--- config.mk ---
export PLATFORM = sky130hd
export DESIGN_NAME = keycode_event_queue
export DESIGN_NICKNAME = d
export VERILOG_FILES = /design/src/rtl/keycode_event_queue.sv
export SDC_FILE = /design/constraint.sdc
export NUM_CORES = 1
export LEC_CHECK = 0
export CORE_ASPECT_RATIO = 0.5
export CORE_MARGIN = 2
export CORE_UTILIZATION = 45
export CTS_CLUSTER_SIZE = 20
export DETAILED_ROUTE_END_ITERATION = 8
export MAX_ROUTING_LAYER = met4
export SLEW_MARGIN = 5
export SYNTH_ARGS = -nofsm -noshare
export SYNTH_HDL_FRONTEND = slang
export SYNTH_SLANG_ARGS = --single-unit
--- constraint.sdc ---
create_clock -name clk_clk -period 8.4 [get_ports clk_clk]
set_clock_uncertainty 0.1 [all_clocks]
set_input_delay 1.68 -clock clk_clk [delete_from_list [all_inputs] [get_ports clk_clk]]
set_output_delay 1.68 -clock clk_clk [all_outputs]
set_load 0.02 [all_outputs]
--- src/rtl/keycode_event_queue.sv ---
// Turns the SoC keycode level and raw pushbuttons into press/release events,
// queued in a first-word-fall-through FIFO with a valid/ready handshake.
module keycode_event_queue #(
  parameter int unsigned DEBOUNCE_CYCLES = 500000,
  parameter int unsigned FIFO_DEPTH      = 8
) (
  input  logic                          clk_clk,
  input  logic                          reset_reset_n,
  input  logic [7:0]                    keycode,
  input  logic [3:0]                    button_n,
  output logic [9:0]                    ev_data,
  output logic                          ev_valid,
  input  logic                          ev_ready,
  output logic [$clog2(FIFO_DEPTH):0]   ev_count,
  output logic [3:0]                    buttons_db,
  output logic [7:0]                    cur_key,
  output logic                          overflow
);

  localparam int unsigned AddrW = $clog2(FIFO_DEPTH);
  localparam int unsigned CntW  = $clog2(DEBOUNCE_CYCLES);
  localparam logic [CntW-1:0] CntMax = CntW'(DEBOUNCE_CYCLES - 1);
  localparam logic [AddrW:0]  Full   = (AddrW + 1)'(FIFO_DEPTH);

  logic [3:0]       sync1_q, sync2_q;
  logic [3:0]       db_q, db_d;
  logic [CntW-1:0]  cnt_q [4];
  logic [CntW-1:0]  cnt_d [4];
  logic [3:0]       rep_q, rep_d;
  logic [7:0]       cur_key_q, cur_key_d;
  logic             overflow_q, overflow_d;

  logic [9:0]       mem_q [FIFO_DEPTH];
  logic [AddrW-1:0] wr_ptr_q, wr_ptr_d, rd_ptr_q, rd_ptr_d;
  logic [AddrW:0]   count_q, count_d;

  logic             pending, push, pop, full, found;
  logic [9:0]       ev_word;
  logic [7:0]       key_cand;
  logic [3:0]       rep_cand;

  // Debounce: a button level is accepted only after it differs for DEBOUNCE_CYCLES cycles.
  always_comb begin
    db_d = db_q;
    for (int i = 0; i < 4; i++) begin
      cnt_d[i] = '0;
      if (sync2_q[i] != db_q[i]) begin
        if (cnt_q[i] == CntMax) begin
          db_d[i] = ~db_q[i];
        end else begin
          cnt_d[i] = cnt_q[i] + CntW'(1);
        end
      end
    end
  end

  // Event selection: key release, then key press, then lowest-index button change.
  always_comb begin
    pending  = 1'b0;
    found    = 1'b0;
    ev_word  = '0;
    key_cand = cur_key_q;
    rep_cand = rep_q;
    if (keycode != cur_key_q) begin
      pending = 1'b1;
      if (cur_key_q != 8'h00) begin
        ev_word  = {2'b01, cur_key_q};
        key_cand = 8'h00;
      end else begin
        ev_word  = {2'b00, keycode};
        key_cand = keycode;
      end
    end else begin
      for (int i = 0; i < 4; i++) begin
        if (!found && (db_q[i] != rep_q[i])) begin
          found       = 1'b1;
          pending     = 1'b1;
          ev_word     = {1'b1, ~db_q[i], 6'b0, 2'(i)};
          rep_cand[i] = db_q[i];
        end
      end
    end
  end

  // Fullness uses the registered count, so a same-cycle pop cannot make room.
  always_comb begin
    full       = (count_q == Full);
    push       = pending && !full;
    pop        = (count_q != '0) && ev_ready;
    cur_key_d  = push ? key_cand : cur_key_q;
    rep_d      = push ? rep_cand : rep_q;
    overflow_d = overflow_q | (pending && full);
    wr_ptr_d   = push ? wr_ptr_q + AddrW'(1) : wr_ptr_q;
    rd_ptr_d   = pop ? rd_ptr_q + AddrW'(1) : rd_ptr_q;
    unique case ({push, pop})
      2'b10:   count_d = count_q + (AddrW + 1)'(1);
      2'b01:   count_d = count_q - (AddrW + 1)'(1);
      default: count_d = count_q;
    endcase
  end

  always_ff @(posedge clk_clk) begin
    if (!reset_reset_n) begin
      sync1_q    <= '0;
      sync2_q    <= '0;
      db_q       <= '0;
      rep_q      <= '0;
      cur_key_q  <= '0;
      overflow_q <= 1'b0;
      wr_ptr_q   <= '0;
      rd_ptr_q   <= '0;
      count_q    <= '0;
      for (int i = 0; i < 4; i++) cnt_q[i] <= '0;
      for (int i = 0; i < FIFO_DEPTH; i++) mem_q[i] <= '0;
    end else begin
      sync1_q    <= ~button_n;
      sync2_q    <= sync1_q;
      db_q       <= db_d;
      rep_q      <= rep_d;
      cur_key_q  <= cur_key_d;
      overflow_q <= overflow_d;
      wr_ptr_q   <= wr_ptr_d;
      rd_ptr_q   <= rd_ptr_d;
      count_q    <= count_d;
      for (int i = 0; i < 4; i++) cnt_q[i] <= cnt_d[i];
      if (push) mem_q[wr_ptr_q] <= ev_word;
    end
  end

  assign ev_data    = mem_q[rd_ptr_q];
  assign ev_valid   = (count_q != '0);
  assign ev_count   = count_q;
  assign buttons_db = db_q;
  assign cur_key    = cur_key_q;
  assign overflow   = overflow_q;

endmodule
# Yosys cells after proc, flatten, opt, wreduce, memory -nomap -nowiden
# Memories as Yosys holds them, arrays and structs flattened. A register that Yosys moved wholly into a read port is not among the register bits.
# Cells that the tools add are included.
word_totals:
  memories: 2
  ram_bits: 156
  word_cells: 115
  out_inout_bits: 28
  ff_bits: 35
  input_bits: 15
op_classes:
  n_mux: 40
  bitwise_logic: 11
  eq_ne: 16
  n_reduce_logical: 23
  n_addsub: 8
mem_list:
  columns: ["memory", "words", "width", "read_ports", "rd_clocked_by_memory_dff", "wr", "line_no", "source"]
  rows:
  - ["mem_q", 8, 10, 1, 1, 8, "33", "logic [9:0] mem_q [FIFO_DEPTH];"]
  - ["cnt_q", 4, 19, 4, 0, 4, "27", "logic [CntW-1:0] cnt_q [4];"]
ops:
  columns: ["op", "n"]
  rows:
  - ["two-way mux 19 bit", 12]
  - ["adder 19 x 1 -> 19 bit (second input constant)", 4]
  - ["equality test 19 bit (second input constant)", 4]
  - ["two-way mux 10 bit", 6]
  - ["two-way mux 1 bit", 16]
  - ["AND reduction 3 bit", 4]
  - ["AND reduction 2 bit", 5]
  - ["OR reduction 10 bit", 1]
  - ["two-way mux 3 bit", 3]
  - ["two-way mux 9 bit", 1]
  - ["two-way mux 8 bit", 1]
  - ["!= test 1 bit", 8]
  - ["!= test 8 bit", 1]
  - ["case mux 4 bit (2 select lines)", 1]
  - ["nonzero test 8 bit", 1]
  - ["adder 3 x 1 -> 3 bit (second input constant)", 2]
  - ["logical AND 1 bit", 6]
  - ["inverter 1 bit", 5]
  - ["OR 1 bit", 5]
  - ["adder 4 x 1 -> 4 bit (second input constant)", 1]
  - ["equality test 4 bit (second input constant)", 1]
  - ["logical NOT 1 bit", 4]
  - ["inverter 4 bit", 1]
  - ["nonzero test 4 bit", 1]
  - ["other kinds (4)", 4]

# Depth between registers and ports, before layout
# Gate-level depths: netlist of run 1.
logic_depth:
  word_depth: 21
  mapped_depth: 13
  depth_no_buf: 11

# Worst setup path after synthesis of run 1
# Ideal clock, no wire load.
synth_timing:
  path_type: "input -> register"
  startpoint: "input keycode[0]"
  endpoint: "register count_q[2] (netlist: ev_count[2])"
  setup_time_ns: 0.070
  stages: 11
  slack_ns: 4.530
  arrival_time_ns: 3.699
  required_ns: 8.230
  path_buffers: 1
  cell_sequence: "xnor2_1 -> nand4_1 -> o31ai_2 -> buf_6 -> ha_1 -> xor2_1 -> ha_1 -> a21oi_1 -> xor2_1 -> or3_1 -> a21oi_1"
synth_between:
  elab_chain_cells: 5
  elab_cells_between_ends: 7
  cone_classes: "3 x eq/ne; 2 x mux; 2 x reduce/logical"
synth_rtl:
  columns: ["item", "line_no", "source"]
  rows:
  - ["start: declaration", "9", "input logic [7:0] keycode,"]
  - ["!= test 8 bit *", "64", "if (keycode != cur_key_q) begin"]
  - ["two-way mux 1 bit *", "64", null]
  - ["logical AND 1 bit *", "88", "push = pending && !full;"]
  - ["equality test 2 x 1 -> 1 bit or equality test 2 bit (tied branches)", "95", "unique case ({push, pop})"]
  - ["case mux 4 bit (2 select lines) or nonzero test 2 bit (tied branches)", null, null]
  - ["end signal: assignment", "124", "count_q <= count_d;"]
  - ["end: declaration", "35", "logic [AddrW:0] count_q, count_d;"]
# Mark *: on every way between the ends. The rest lies on a longest branch, timed or not.
# A chain may end at the register's enable or synchronous reset.

# Worst setup path in the final report of run 1
layout_timing:
  startpoint: "input keycode[4]"
  endpoint: "register count_q[2] (netlist: ev_count[2])"
# The elaborated chain is that of the path after synthesis.

==> results of run 1 <==
logic make-up after synthesis:
group / after synthesis / share of synthesized area
fa+ha+maj: 10 / 0.0145
mux: 39 / 0.0762
flops: 194 / 0.545
compound gates: 49 / 0.0333
buf+inv: 54 / 0.0287
xor+xnor: 91 / 0.0927
simple gates: 380 / 0.210
area by class of cell:
cell class | instances | share of cell area
tap | 259 | 0.0333
multi-input combinational | 569 | 0.377
clock inverter | 15 | 0.0122
inverter | 19 | 0.00733
clock buffer | 17 | 0.0437
timing repair buffer | 44 | 0.0448
sequential | 194 | 0.482
metrics by stage:
step / instances / total power [W] / cell area, µm²
floorplan: 817 / 0.00152 / 8600
global placement: 1085 / 0.00175 / 9180
detailed placement: 1085 / 0.00176 / 9180
CTS: 1117 / 0.00252 / 9730
global route: 1117 / 0.00262 / 9730
finish: 1117 / 0.00250 / 9730
power by group:
group	leakage (nW)	total [W]	internal (W)	switching, W
combinational	1.18	0.000632	0.000260	0.000372
clock	0.272	0.000763	0.000387	0.000376
sequential	1.76	0.00110	0.00105	0.0000520
worst max-delay path, cell delays in order:
cell             delay (ns)
clkdlybuf4s50_1        0.50
xnor2_1                0.14
nand4_1                0.31
o31ai_2                0.86
ha_1                   0.39
xor2_1                 0.17
ha_1                   0.16
a21oi_1                0.05
xor2_1                 0.16
or3_1                  0.31
a21oi_1                0.15
synthesized netlist by cell type (all sizes together) (4+ instances only):
cell type and number:
clkbuf 13, nor2 194, xor2 43, nand2 45, and3 8, mux4 20, nand4 26, or3 9
and4 10, mux2i 7, nor4b 4, dfxtp 114, nand3 33, buf 22, and2 11, xnor2 48
nor3 10, o21ai 21, or4 9, mux2 12, a21oi 15, inv 19, ha 10, edfxtp 80
nor4 7
metal layers:
| layer | track usage | share of wire | vias up | wire length [µm] |
|---|---|---|---|---|
| met3 | 0.0410 | 0.037 | 15 | 633 |
| met1 | 0.242 | 0.48 | 2756 | 8240 |
| li1 | - | - | 2902 | - |
| met2 | 0.310 | 0.48 | 91 | 8230 |
| met5 | - | 0 | - | 0 |
| met4 | 0.0462 | 0.0068 | 0 | 117 |
state kept, by name (all words and copies together) (netlist names), named ones only:
name,cells
cur_key,8
ev_count,4
rep_q,4
overflow,1
sync2_q,4
cnt_q,76
mem_q,80
wr_ptr_q,3
rd_ptr_q,3
sync1_q,4
buttons_db,4
worst min-delay path by stage:
stage,slack [ns],cells past startpoint,to
global placement,0.33,1,cnt_q[1][0]
detailed placement,0.33,1,cnt_q[1][0]
global route,0.37,1,sync2_q[2]
floorplan,0.31,1,sync2_q[0]
CTS,0.34,1,cnt_q[1][0]
finish,0.34,1,cnt_q[1][0]
==> impl_metrics.toml, run 1 <==
[sta]
holdWs_ns = 0.339
setup_violations = 0
hold_violations = 0
fin_crit_ns = 4.63
fmax_ghz = 0.216
slew-limit-headroom = 0.275
tns_ns = 0
setup_ws_ns = 3.77
tightest_slew_ns = 1.09
slew_violations = 0
rsz0062_at_grt = "false"
min_period_over_period = 0.551

[cells_and_area]
synthToLayoutAreaGrowth_pct = 13.1
diodes = 0
layout_commonest_cell = "nor2_1"
register_area_um2 = 4680
finish.utilization = 0.524
drive_gt1_frac = 0.0839
multi_input_area_um2 = 3670
mostFrequentLayoutCells = "194 x nor2_1, 114 x dfxtp_1, 80 x edfxtp_1"
nFillCells = 1676
nNetsFinal = 870

[flow_run]
maxCapViolCount = 0

[clocking]
tritoncts = "done"
htree_levels = 4
cts_resized = 0
clkSinkCount = 194
max-clock-path-buffers = 2
cts_buffers = 17
clockRootBuffer = "clkbuf_16"
cts_hold_buffers = 0
clkTransAtPathRegs_ns = 0.07
clk_latency_ns = 0.43
post_cts_buffers = 0

[synth]
synthArstFlopShare = 0
synth_edf_count = 80
netlist.area_leader.share = 0.279
synthCells = 817
ys_ff_latch = 194
synth.top_cells.by_area = "edfxtp_1 28%, dfxtp_1 27%, nor2_1 8.5%"
synthesis.nets = 842
ys_warn_count = 0
seq_area_frac_synth = 0.545
synth_ff_type = "dfxtp_1"
synth.avg_cell_area_um2 = 10.5
synth_top_area_cell = "edfxtp_1"
syn_area_um2 = 8600
synth_cell_types = 49

[setup_path]
reg2reg_depth = 11
r2r-end = "ev_count[2]"
startpoint_type = "input port"
cp.arrival_ns = 4.88
crit_end = "ev_count[2]"
r2r-start = "buttons_db[0]"
required_ns = 8.65
cp-end-kind = "register"
critical_path_class = "input port to register"
cp_max_fo = 15
reg2reg_slack_ns = 4.82
crit_start = "keycode[4]"

[drt]
vias_per_cell = 5.16
drc_errors = 0
ant_nets = 0
drtPass1Iterations = 5
wl_mm = 17.2
num_vias = 5764
post_drt_wl_per_cell_um = 15.4
drt_iter0_drc = 302

[min_path]
min_from = "cnt_q[1][0]"
min_path_type = "register to register"

[global_route]
grt_pass1_vias = 5634
grt_antenna_before_repair = 0
grt_pass1_wl_mm = 28.8
overflow = 0
grt_max_degree = 33
grt_usage = 0.190

[floorplan]
std_cell_rows = 35
fp.coreArea_um2 = 18600
pin_count = 43
fp.dieH_um = 102
start_util = 0.463
die_area_um2 = 20300
die_w_um = 200

[run_status]
status = "finished clean"

[power]
power_density_nw_per_um2 = 257
ir_drop_mv = 0.139
p_leak_nw = 3.21

[placement]
io_buffers = 42
pre_cts_ws_ns = 3.35
dp_hpwl_mm = 11.6
gp_congestion = 0.767
(Power assumes the default switching activity.)
==> inputs of run 2 (changes only) <==
- clock period: 8.4 -> 3.7 ns (I/O delays scaled with it)
==> run 2 against run 1 <==
Non-clock buffer count rose by 14. Sequential cell count unchanged. Clock power increased by 140%. Critical path type is now register to primary output. Sequential share of layout area decreased by 0.65 points. Count of clock-buffer cells in the layout up 1. Hold slack worse by 0.0058 ns. Via count grew 0.59%. Largest power group unchanged. Die area did not move. Critical endpoint is now ev_data[3]. Cell area grew 1.4%. Power rose by 130%.
==> impl_metrics.toml, run 2 (same netlist as run 1, synthesis figures left out) <==
[cells_and_area]
layout_commonest_cell = "nor2_1"
regMostFlops = "mem_q"
fin_area_um2 = 9860
synthToLayoutAreaGrowth_pct = 14.7
largest_reg_flops = 80
nFillCells = 1654
multi_input_area_um2 = 3670
diodes = 0
nNetsFinal = 884
register_area_um2 = 4680
drive_gt1_frac = 0.0986
mostFrequentLayoutCells = "194 x nor2_1, 114 x dfxtp_1, 80 x edfxtp_1"

[floorplan]
die_area_um2 = 20300
fp.dieH_um = 102
std_cell_rows = 35
pin_count = 43
die_w_um = 200
start_util = 0.463
fp.coreArea_um2 = 18600

[global_route]
grt_pass1_vias = 5730
overflow = 0
grt_usage = 0.188
grt_max_degree = 23
grt_pass1_wl_mm = 28.5
grt_antenna_before_repair = 0

[clocking]
htree_levels = 4
clkSinkCount = 194
cts_buffers = 17
post_cts_buffers = 0
cts_hold_buffers = 0
clk_latency_ns = 0.43
max-clock-path-buffers = 2
tritoncts = "done"
cts_resized = 0
clkTransAtPathRegs_ns = 0.07
clockRootBuffer = "clkbuf_16"

[drt]
drc_errors = 0
ant_nets = 0
num_vias = 5798
vias_per_cell = 5.13
wl_mm = 17.2
post_drt_wl_per_cell_um = 15.2
drt_iter0_drc = 303
drtPass1Iterations = 5

[setup_path]
cp.arrival_ns = 2.58
required_ns = 2.86
critical_path_class = "register to primary output"
r2r-end = "ev_count[2]"
reg2reg_slack_ns = 0.69
critPathBufInv = 2
crit_end = "ev_data[3]"
crit_slowest_cell = "mux4_2"
r2r-start = "buttons_db[0]"
path_delay_family = "buffers and inverters"
cp_max_fo = 20
path_cells = "buf_4 > mux4_2 > mux2_2 > clkdlybuf4s50_1"
cp-end-kind = "primary output"
crit_cells = 4
reg2reg_depth = 11
crit_path_max_incr_delay_ns = 0.59
startpoint_type = "register"

[sta]
setup_ws_ns = 0.279
rsz0062_at_grt = "false"
fin_crit_ns = 3.42
tns_ns = 0
slew_violations = 0
tightest_slew_ns = 0.794
hold_violations = 0
slew-limit-headroom = 0.467
min_period_over_period = 0.925
setup_violations = 0
fmax_ghz = 0.292

[power]
power_density_nw_per_um2 = 582
finalPower_w = 0.00574
ir_drop_mv = 0.316
p_leak_nw = 3.28

[placement]
io_buffers = 42
dp_hpwl_mm = 11.7
place_area_um2 = 9290
pre_cts_ws_ns = 0.338
gp_congestion = 0.766

[min_path]
min_path_type = "register to register"

[run_status]
status = "finished clean"

[flow_run]
maxCapViolCount = 0
[run 2: cell types whose count changed in the layout (fill, tap and decap cells not counted), sizes merged]
cell / delta
buf: +14
bufinv: +1
clkbuf: +1
clkinv: -4
clkinvlp: +1
inv: +1
[run 2: power by group]
part           switching, W  total (W)  internal, W
clock network      0.000851    0.00180     0.000954
registers         0.0000997    0.00248      0.00238
logic              0.000850    0.00145     0.000601
[run 2: final cells by class]
cell class                      count  area share
Sequential cell                   194       0.475
Clock buffer                       18      0.0435
Clock inverter                     14      0.0145
Inverter                           19     0.00723
Multi-Input combinational cell    569       0.372
Tap cell                          259      0.0329
Timing Repair Buffer               58      0.0548
[run 2: how the worst min path moves through the flow]
stage	slack [ns]	cells past startpoint	to	from
after floorplan	0.31	1	sync2_q[0]	sync1_q[0]
after global placement	0.32	1	sync2_q[2]	sync1_q[2]
after detailed placement	0.32	1	sync2_q[1]	sync1_q[1]
after CTS	0.33	1	sync2_q[1]	sync1_q[1]
after global routing	0.36	1	sync2_q[1]	sync1_q[1]
final	0.33	1	sync2_q[1]	sync1_q[1]
[run 2: metrics by stage]
step | utilization | instances | hold WS, ns
global route | 0.531 | 1131 | 0.361
floorplan | - | 817 | 0.312
finish | 0.531 | 1131 | 0.333
global placement | 0.500 | 1099 | 0.317
CTS | 0.531 | 1131 | 0.333
detailed placement | 0.500 | 1099 | 0.317
[run 2: worst reg2reg max path, cell delays in order, from the launching register on]
cell and delay [ns]:
dfxtp_1 0.46, inv_1 0.07, ha_1 0.47, nand4_2 0.17
o31ai_2 0.36, ha_1 0.32, xor2_1 0.17, ha_1 0.16
a21oi_1 0.05, xor2_1 0.16, or3_1 0.31, a21oi_1 0.14
[run 2: routing by layer]
metal | wire (µm) | track usage
met5 | 0 | -
met4 | 191 | 0.0667
met3 | 544 | 0.0390
met2 | 8160 | 0.311
met1 | 8300 | 0.232
